--- config.mk ---
export PLATFORM = sky130hd
export DESIGN_NAME = mem_arbiter
export DESIGN_NICKNAME = d
export VERILOG_FILES = /design/src/rtl/mem_arbiter.sv
export SDC_FILE = /design/constraint.sdc
export NUM_CORES = 1
export LEC_CHECK = 0
export ABC_AREA = 0
export BUFFER_PORTS_ARGS = -buffer_cell sky130_fd_sc_hd__buf_2
export CORE_AREA = 2 2 139 141
export DETAILED_ROUTE_END_ITERATION = 10
export DIE_AREA = 0 0 141 143
export SYNTH_ARGS = -nofsm -noshare
export SYNTH_HDL_FRONTEND = slang
export SYNTH_SLANG_ARGS = --single-unit
--- constraint.sdc ---
create_clock -name i_clk -period 2.18 [get_ports i_clk]
set_clock_uncertainty 0.2 [all_clocks]
set_input_delay 0.218 -clock i_clk [delete_from_list [all_inputs] [get_ports i_clk]]
set_output_delay 0.218 -clock i_clk [all_outputs]
set_load 0.05 [all_outputs]
--- src/rtl/mem_arbiter.sv ---
// mem_arbiter: round-robin arbiter that shares one aligned 32-bit memory port between NUM_REQ requesters.
// Define MEM_ARB_TIMEOUT_EN to add a response watchdog that answers with o_rsp_err after TIMEOUT_CYCLES.
module mem_arbiter #(
   parameter int NUM_REQ        = 3,
   parameter int TIMEOUT_CYCLES = 64
) (
   input  logic                  i_clk,
   input  logic                  i_rst_n,
   input  logic [NUM_REQ-1:0]    i_req_valid,
   output logic [NUM_REQ-1:0]    o_req_ready,
   input  logic [32*NUM_REQ-1:0] i_req_addr,
   input  logic [NUM_REQ-1:0]    i_req_wen,
   input  logic [32*NUM_REQ-1:0] i_req_wdata,
   input  logic [4*NUM_REQ-1:0]  i_req_mask,
   output logic [NUM_REQ-1:0]    o_rsp_valid,
   output logic [31:0]           o_rsp_rdata,
   output logic                  o_rsp_err,
   output logic                  o_mem_valid,
   input  logic                  i_mem_ready,
   output logic [31:0]           o_mem_addr,
   output logic                  o_mem_wen,
   output logic                  o_mem_ren,
   output logic [31:0]           o_mem_wdata,
   output logic [3:0]            o_mem_mask,
   input  logic                  i_mem_rsp_valid,
   input  logic [31:0]           i_mem_rdata,
   output logic                  o_busy,
   output logic [1:0]            o_dbg_state
);
   // Handshakes: a transfer happens on a rising edge where valid and ready are both high;
   // the sender holds valid and payload stable until then, and ready never waits on a future cycle.
   localparam int IDX_W = (NUM_REQ > 1) ? $clog2(NUM_REQ) : 1;

   typedef enum logic [1:0] {
      IDLE  = 2'd0,
      ISSUE = 2'd1,
      WAIT  = 2'd2
   } state_t;

   state_t             state;
   logic [IDX_W-1:0]   rr_ptr;
   logic [IDX_W-1:0]   gnt_q;
   logic [IDX_W-1:0]   gnt_idx;
   logic [IDX_W-1:0]   cand;
   int                 cand_sum;
   logic               gnt_found;
   logic [31:0]        sel_addr;
   logic [31:0]        sel_wdata;
   logic               sel_wen;
   logic [3:0]         sel_mask;
   logic [31:0]        addr_q;
   logic [31:0]        wdata_q;
   logic               wen_q;
   logic [3:0]         mask_q;
   logic               mem_valid_q;
   logic [NUM_REQ-1:0] rsp_valid_q;
   logic [31:0]        rsp_rdata_q;
   logic               rsp_err_q;
   logic [IDX_W-1:0]   next_ptr;

`ifdef MEM_ARB_TIMEOUT_EN
   localparam int CNT_W = ($clog2(TIMEOUT_CYCLES + 1) > 8) ? $clog2(TIMEOUT_CYCLES + 1) : 8;
   logic [CNT_W-1:0]   wait_cnt;
`endif

   // First valid requester at or after rr_ptr, wrapping modulo NUM_REQ.
   always_comb begin
      gnt_found = 1'b0;
      gnt_idx   = '0;
      cand_sum  = 0;
      cand      = '0;
      for (int i = 0; i < NUM_REQ; i++) begin
         cand_sum = int'(rr_ptr) + i;
         if (cand_sum >= NUM_REQ) cand_sum = cand_sum - NUM_REQ;
         cand = IDX_W'(cand_sum);
         if (!gnt_found && i_req_valid[cand]) begin
            gnt_found = 1'b1;
            gnt_idx   = cand;
         end
      end
   end

   always_comb begin
      sel_addr  = '0;
      sel_wdata = '0;
      sel_wen   = 1'b0;
      sel_mask  = '0;
      for (int k = 0; k < NUM_REQ; k++) begin
         if (gnt_idx == IDX_W'(k)) begin
            sel_addr  = i_req_addr[32*k +: 32];
            sel_wdata = i_req_wdata[32*k +: 32];
            sel_wen   = i_req_wen[k];
            sel_mask  = i_req_mask[4*k +: 4];
         end
      end
   end

   assign next_ptr = (gnt_q == IDX_W'(NUM_REQ - 1)) ? '0 : gnt_q + 1'b1;

   always_ff @(posedge i_clk or negedge i_rst_n) begin
      if (!i_rst_n) begin
         state       <= IDLE;
         rr_ptr      <= '0;
         gnt_q       <= '0;
         addr_q      <= '0;
         wdata_q     <= '0;
         wen_q       <= 1'b0;
         mask_q      <= '0;
         mem_valid_q <= 1'b0;
         rsp_valid_q <= '0;
         rsp_rdata_q <= '0;
         rsp_err_q   <= 1'b0;
`ifdef MEM_ARB_TIMEOUT_EN
         wait_cnt    <= '0;
`endif
      end else begin
         rsp_valid_q <= '0;
         case (state)
            IDLE: begin
               if (gnt_found) begin
                  gnt_q       <= gnt_idx;
                  addr_q      <= sel_addr;
                  wdata_q     <= sel_wdata;
                  wen_q       <= sel_wen;
                  mask_q      <= sel_mask;
                  mem_valid_q <= 1'b1;
                  state       <= ISSUE;
               end
            end
            ISSUE: begin
               // A response arriving in the accept cycle itself is dropped.
               if (i_mem_ready) begin
                  mem_valid_q <= 1'b0;
                  state       <= WAIT;
`ifdef MEM_ARB_TIMEOUT_EN
                  wait_cnt    <= '0;
`endif
               end
            end
            WAIT: begin
               if (i_mem_rsp_valid) begin
                  rsp_valid_q <= NUM_REQ'(1) << gnt_q;
                  rsp_rdata_q <= i_mem_rdata;
                  rsp_err_q   <= 1'b0;
                  rr_ptr      <= next_ptr;
                  state       <= IDLE;
               end
`ifdef MEM_ARB_TIMEOUT_EN
               else if (wait_cnt == CNT_W'(TIMEOUT_CYCLES - 1)) begin
                  rsp_valid_q <= NUM_REQ'(1) << gnt_q;
                  rsp_rdata_q <= '0;
                  rsp_err_q   <= 1'b1;
                  rr_ptr      <= next_ptr;
                  state       <= IDLE;
               end else begin
                  wait_cnt <= wait_cnt + 1'b1;
               end
`endif
            end
            default: state <= IDLE;
         endcase
      end
   end

   // Ready is gated by reset so nothing is granted while the arbiter is held in reset.
   assign o_req_ready = (state == IDLE && gnt_found && i_rst_n) ? (NUM_REQ'(1) << gnt_idx) : '0;
   assign o_mem_valid = mem_valid_q;
   assign o_mem_addr  = addr_q;
   assign o_mem_wdata = wdata_q;
   assign o_mem_mask  = mask_q;
   assign o_mem_wen   = mem_valid_q & wen_q;
   assign o_mem_ren   = mem_valid_q & ~wen_q;
   assign o_rsp_valid = rsp_valid_q;
   assign o_rsp_rdata = rsp_rdata_q;
   assign o_rsp_err   = rsp_err_q;
   assign o_busy      = (state != IDLE);
   assign o_dbg_state = state;

endmodule

Word level (Yosys, flattened, before mapping)
Cells that the tools add are included.
{"block": "word_totals", "out_inout_bits": 113, "regBits": 111}
{"block": "op_classes", "magnitude_cmp": 6, "n_eq_ne": 8, "n_reduce_logical": 14, "bitwise": 3, "add_sub_neg": 6, "shift": 2, "n_mux": 38}
{"op": "two-way mux 32 bit", "count": 6}
{"op": "two-way mux 2 bit", "count": 10}
{"op": "two-way mux 4 bit", "count": 3}
{"op": "two-way mux 1 bit", "count": 11}
{"op": "less-than comparator 2 x 3 -> 1 bit (second input constant)", "count": 3}
{"op": "two-way mux 3 bit", "count": 3}
{"op": "binary-select mux 1 bit (select 2 bit)", "count": 3}
{"op": "== test 2 bit (second input constant)", "count": 3}
{"op": ">= comparator 3 x 2 -> 1 bit (second input constant)", "count": 2}
{"op": "!= test 2 bit (second input constant)", "count": 3}
{"op": "case mux 2 bit (3 select lines)", "count": 1}
{"op": "AND reduction 3 bit", "count": 2}
{"op": "<< shifter 1 x 2 -> 3 bit (first input constant)", "count": 2}
{"op": "subtractor 2 bit (second input constant)", "count": 3}
{"op": "== test 2 x 1 -> 1 bit (second input constant)", "count": 2}
{"op": "logical AND 1 bit", "count": 4}
{"op": "logical NOT 2 bit", "count": 2}
{"op": "AND reduction 2 bit", "count": 2}
{"op": "nonzero test 2 bit", "count": 2}
{"op": "adder 2 x 1 -> 3 bit (second input constant)", "count": 1}
{"op": "adder 2 x 2 -> 3 bit (second input constant)", "count": 1}
{"op": "adder 2 x 1 -> 2 bit (second input constant)", "count": 1}
{"op": "bitwise AND 1 bit", "count": 2}
{"op": ">= comparator 2 bit (second input constant)", "count": 1}
{"op": "3 further kinds", "count": 4}

Logic depth before layout (Yosys ltp)
{"block": "logic_depth", "ltp_word": 15, "mapped_depth": 11, "ltp_nobuf": 8}

Worst setup path after synthesis
OpenSTA, ideal clock, no wires.
{"block": "synth_path", "kind": "register to output", "startpoint": "reg rr_ptr[0]", "endpoint": "out o_req_ready[0]", "setup_slack_ns": -1.214, "required_time_ns": 1.762, "t_arrival_ns": 2.976, "path_stages_with_launch": 11, "path_cell_list": "dfrtp_1 > inv_1 > ha_1 > buf_2 > mux2i_1 > o22ai_1 > a31o_2 > buf_2 > buf_2 > buf_2 > nor3_1"}
{"block": "synth_between", "elab_chain_cells": 14, "word_cells_on_any_way": 31}
{"element": "start: declaration", "line_no": "41", "text": "logic [IDX_W-1:0] rr_ptr;"}
{"element": "start signal: assignment", "line_no": "145", "text": "rr_ptr <= next_ptr;"}
{"element": "branches (longest 13 deep; another with adder 2 x 1 -> 3 bit)"}
{"element": "two-way mux 3 bit (*)", "line_no": "166", "text": "assign o_req_ready = (state == IDLE && gnt_found && i_rst_n) ? (NUM_REQ'(1) << gnt_idx) : '0;"}
{"element": "end: declaration", "line_no": "10", "text": "output logic [NUM_REQ-1:0] o_req_ready,"}
Every way passes the cells marked *. The select of a mux whose other input is x is not followed.

Worst setup path after layout
{"block": "layout_path", "startpoint": "reg rr_ptr[1]", "endpoint": "out o_req_ready[0]"}
The elaborated chain is that of the path after synthesis.

==> reports/metrics.cfg <==
[outcome]
outcome=finished, violations left
violations=negative setup slack

[sta]
setup_violations=74
worst_slack_ns=-0.558
layout_min_cycle_time_ns=2.74
hold_viol=0
maxSlewHeadroom=0.574
slew_violations=0
worst_hold_slack_ns=0.0110
maxClockFrequency_mhz=365
tightestPinTransition_ns=0.640
post-route-period-util=1.26
rsz0062_at_grt=yes

[routing]
vias=6881
detail-route-antenna-nets=0
totalWireLength_um=26200
drtIter0Drc=221
wire_per_inst_um=18.9
viasPerCell=4.96
drcViolationCount=0
firstDrtPassIters=5

[finish]
multi_input_area_mm2=0.00345
layout_commonest_cell=buf_2
drive_gt1_frac=0.553
nNetsFinal=1397
fillers=1543
design_area_mm2=0.0111
syn_to_final_growth_pct=95.6
antenna_cells=0
final_cell_mix=353 x buf_2, 130 x dlygate4sd3_1, 128 x nand2_1
final_util=0.597
regArea_mm2=0.00278
fin_cells=1386

[synthesis]
seq_area_frac_synth=0.490
synth_cells=623
synthesis.area_mm2=0.00567
synth.avg_cell_area_um2=9.10
yosysUniqueCellTypes=39
ys_ff_latch=111
syn_nets=873
ys_warn_count=0

[global_routing]
grt.busiest_layer=met2
grt_pass1_vias=6727
gr-total-overflow=0
grt_pass1_wl_um=36400
met2_usage=0.421
grt_max_degree=112
grtUsageTotal=0.234
grtUsageMet3=0.0570
antenna_found_initial=0
met1_usage=0.276

[clock_network]
clockBufferDepth=2
clk_pin_slew_worst_paths_ns=0.08
cts_inserted_buffers=9
cts_htree_levels=3
clock-sinks=111
insertion_delay_ns=0.36
cts-root-buf=clkbuf_16
cts_tree=yes

[floorplanning]
initial_core_util=0.305
die_area_mm2=0.0202
core_mm2=0.0186
dieHeight_um=143
rows=50
die_w_um=141
pin_count=359

[power]
switching_power_mw=11.3
seqPwrFrac=0.165
pwr-share-comb=0.759
vdd_drop_max_mv=0.848
swShare=0.507
power_density_mw_per_mm2=2020
p_leak_nw=5.38
clockPowerShare=0.076
cell_internal_pwr_mw=11.0

[setup_path]
r2r_setup_slack_ns=-0.55
regToRegEndpoint=o_mem_wdata[18]
cp_slowest_cell=dfrtp_2
arrival_ns=2.32
cp.required_ns=1.76
rr_worst_depth=12
cpPeakStageDelay_ns=0.47
critPathKind=reg2out
crit_fanout=4
end_kind=output pin
worst_setup_path_start_kind=register
cp_cell_sequence=ha_4 -> mux2_4 -> a221o_1 -> a21o_1 -> and2_4 -> nor3_4 -> buf_6
reg2reg_from=rr_ptr[1]
worstSetupEndpoint=o_req_ready[0]
startpoint=rr_ptr[1]

[place]
pre_cts_ws_ns=-0.340
place_inst=1203
gp_congestion=0.827
dpl-instance-area_mm2=0.00802
hpwl_um=15200
port_buffers=357

[flow_run]
maxCapViolCount=0

[min_path]
hp-class=in2reg

## final cells by class
class,count,area share
repair buffers,562,0.383
multi-input cells,459,0.311
flip-flops and latches,111,0.251
well taps,234,0.0264
clock buffers,9,0.0203
clock inverters,7,0.00711
inverters,4,0.00135
## logic make-up after synthesis
| logic type | count (synthesis) | share of synthesized area |
|---|---|---|
| and+or+nand+nor | 260 | 0.206 |
| AOI/OAI and AO/OA | 135 | 0.136 |
| DFF | 111 | 0.490 |
| muxes | 59 | 0.112 |
| buffers and inverters | 53 | 0.0459 |
| adders and majority gates | 4 | 0.00883 |
| other | 1 | 0.000661 |
## critical path: cells and delay by family (launching register included)
| family | cells | cell delay [ns] |
|---|---|---|
| flip-flops | 1 | 0.47 |
| multiplexers | 1 | 0.30 |
| AO/OA/AOI/OAI | 2 | 0.50 |
| buffers and inverters | 1 | 0.19 |
| adder cells (fa/ha/maj) | 1 | 0.18 |
| AND/OR/NAND/NOR | 2 | 0.32 |
## through the flow
stage	total power [mW]	TNS, ns
3_5_place_dp	15.8	-20.02
2_1_floorplan	12.3	-9.21
6_report	22.4	-26.68
5_1_grt	23.5	-33.13
3_3_place_gp	15.6	-16.66
4_1_cts	19.7	-24.25
## sequential cells by signal (all words and copies together), names as in the netlist
signal	flops
gnt_q	2
wen_q	1
o_dbg_state	2
rr_ptr	2
o_rsp_valid	3
o_rsp_rdata	32
o_mem_wdata	32
o_mem_addr	32
o_mem_valid	1
o_mem_mask	4
## power by group through the flow
stage                     Clock, mW  Combinational, mW  Sequential (mW)
final                          1.69               17.0             3.69
after detailed placement          0               12.1             3.68
after floorplan                   0               5.27             6.99
after CTS                      1.74               14.3             3.66
after global placement            0               12.0             3.64
after global routing           1.82               17.9             3.81
## how the worst min path moves through the flow
stage | startpoint | endpoint | slack (ns) | cells past startpoint
5_1_grt | i_req_wdata[69] | o_mem_wdata[5] | 0.003 | 3
2_1_floorplan | i_rst_n | gnt_q[0] | -0.28 | 0
3_5_place_dp | i_rst_n | o_rsp_rdata[10] | 0.21 | 2
4_1_cts | i_req_wdata[5] | o_mem_wdata[5] | 0.001 | 3
6_report | i_req_wdata[6] | o_mem_wdata[6] | 0.01 | 3
3_3_place_gp | i_rst_n | o_rsp_rdata[9] | 0.22 | 2
## cell usage after synthesis (all sizes together)
cell type,number,area [um^2]
nand2,170,638
dfrtp,111,2780
o21ai,97,485
and3,46,288
mux2,33,375
buf,31,178
mux2i,26,260
nand3,23,115
o211ai,23,173
clkbuf,18,67.6
nor2,5,18.8
a21o,4,30.0
ha,4,50.1
inv,4,15.0
nand3b,4,30.0
nor2b,3,18.8
a21oi,2,13.8
and2,2,15.0
nor3,2,10.0
nor3b,2,15.0
o22ai,2,12.5
a221o,1,10.0
a22oi,1,7.51
a31o,1,8.76
a31oi,1,6.26
and3b,1,8.76
conb,1,3.75
nand2b,1,6.26
o2111ai,1,8.76
o21a,1,7.51
o2bb2ai,1,8.76
or2,1,6.26
## per-layer routing
layer	wire [um]	share of wire
met1	10100	0.38
met2	13800	0.53
met3	1820	0.070
met4	495	0.019
met5	0	0
## timing repair
item,CTS,global route
buffers inserted,13,8
hold buffers,129,1
endpoints found under the setup margin,76,76
pin swaps,14,77
gates cloned,8,8
endpoints found under the hold margin,213,1
gates resized for setup,66,200
Note: power is estimated with default switching activity, not from simulation.
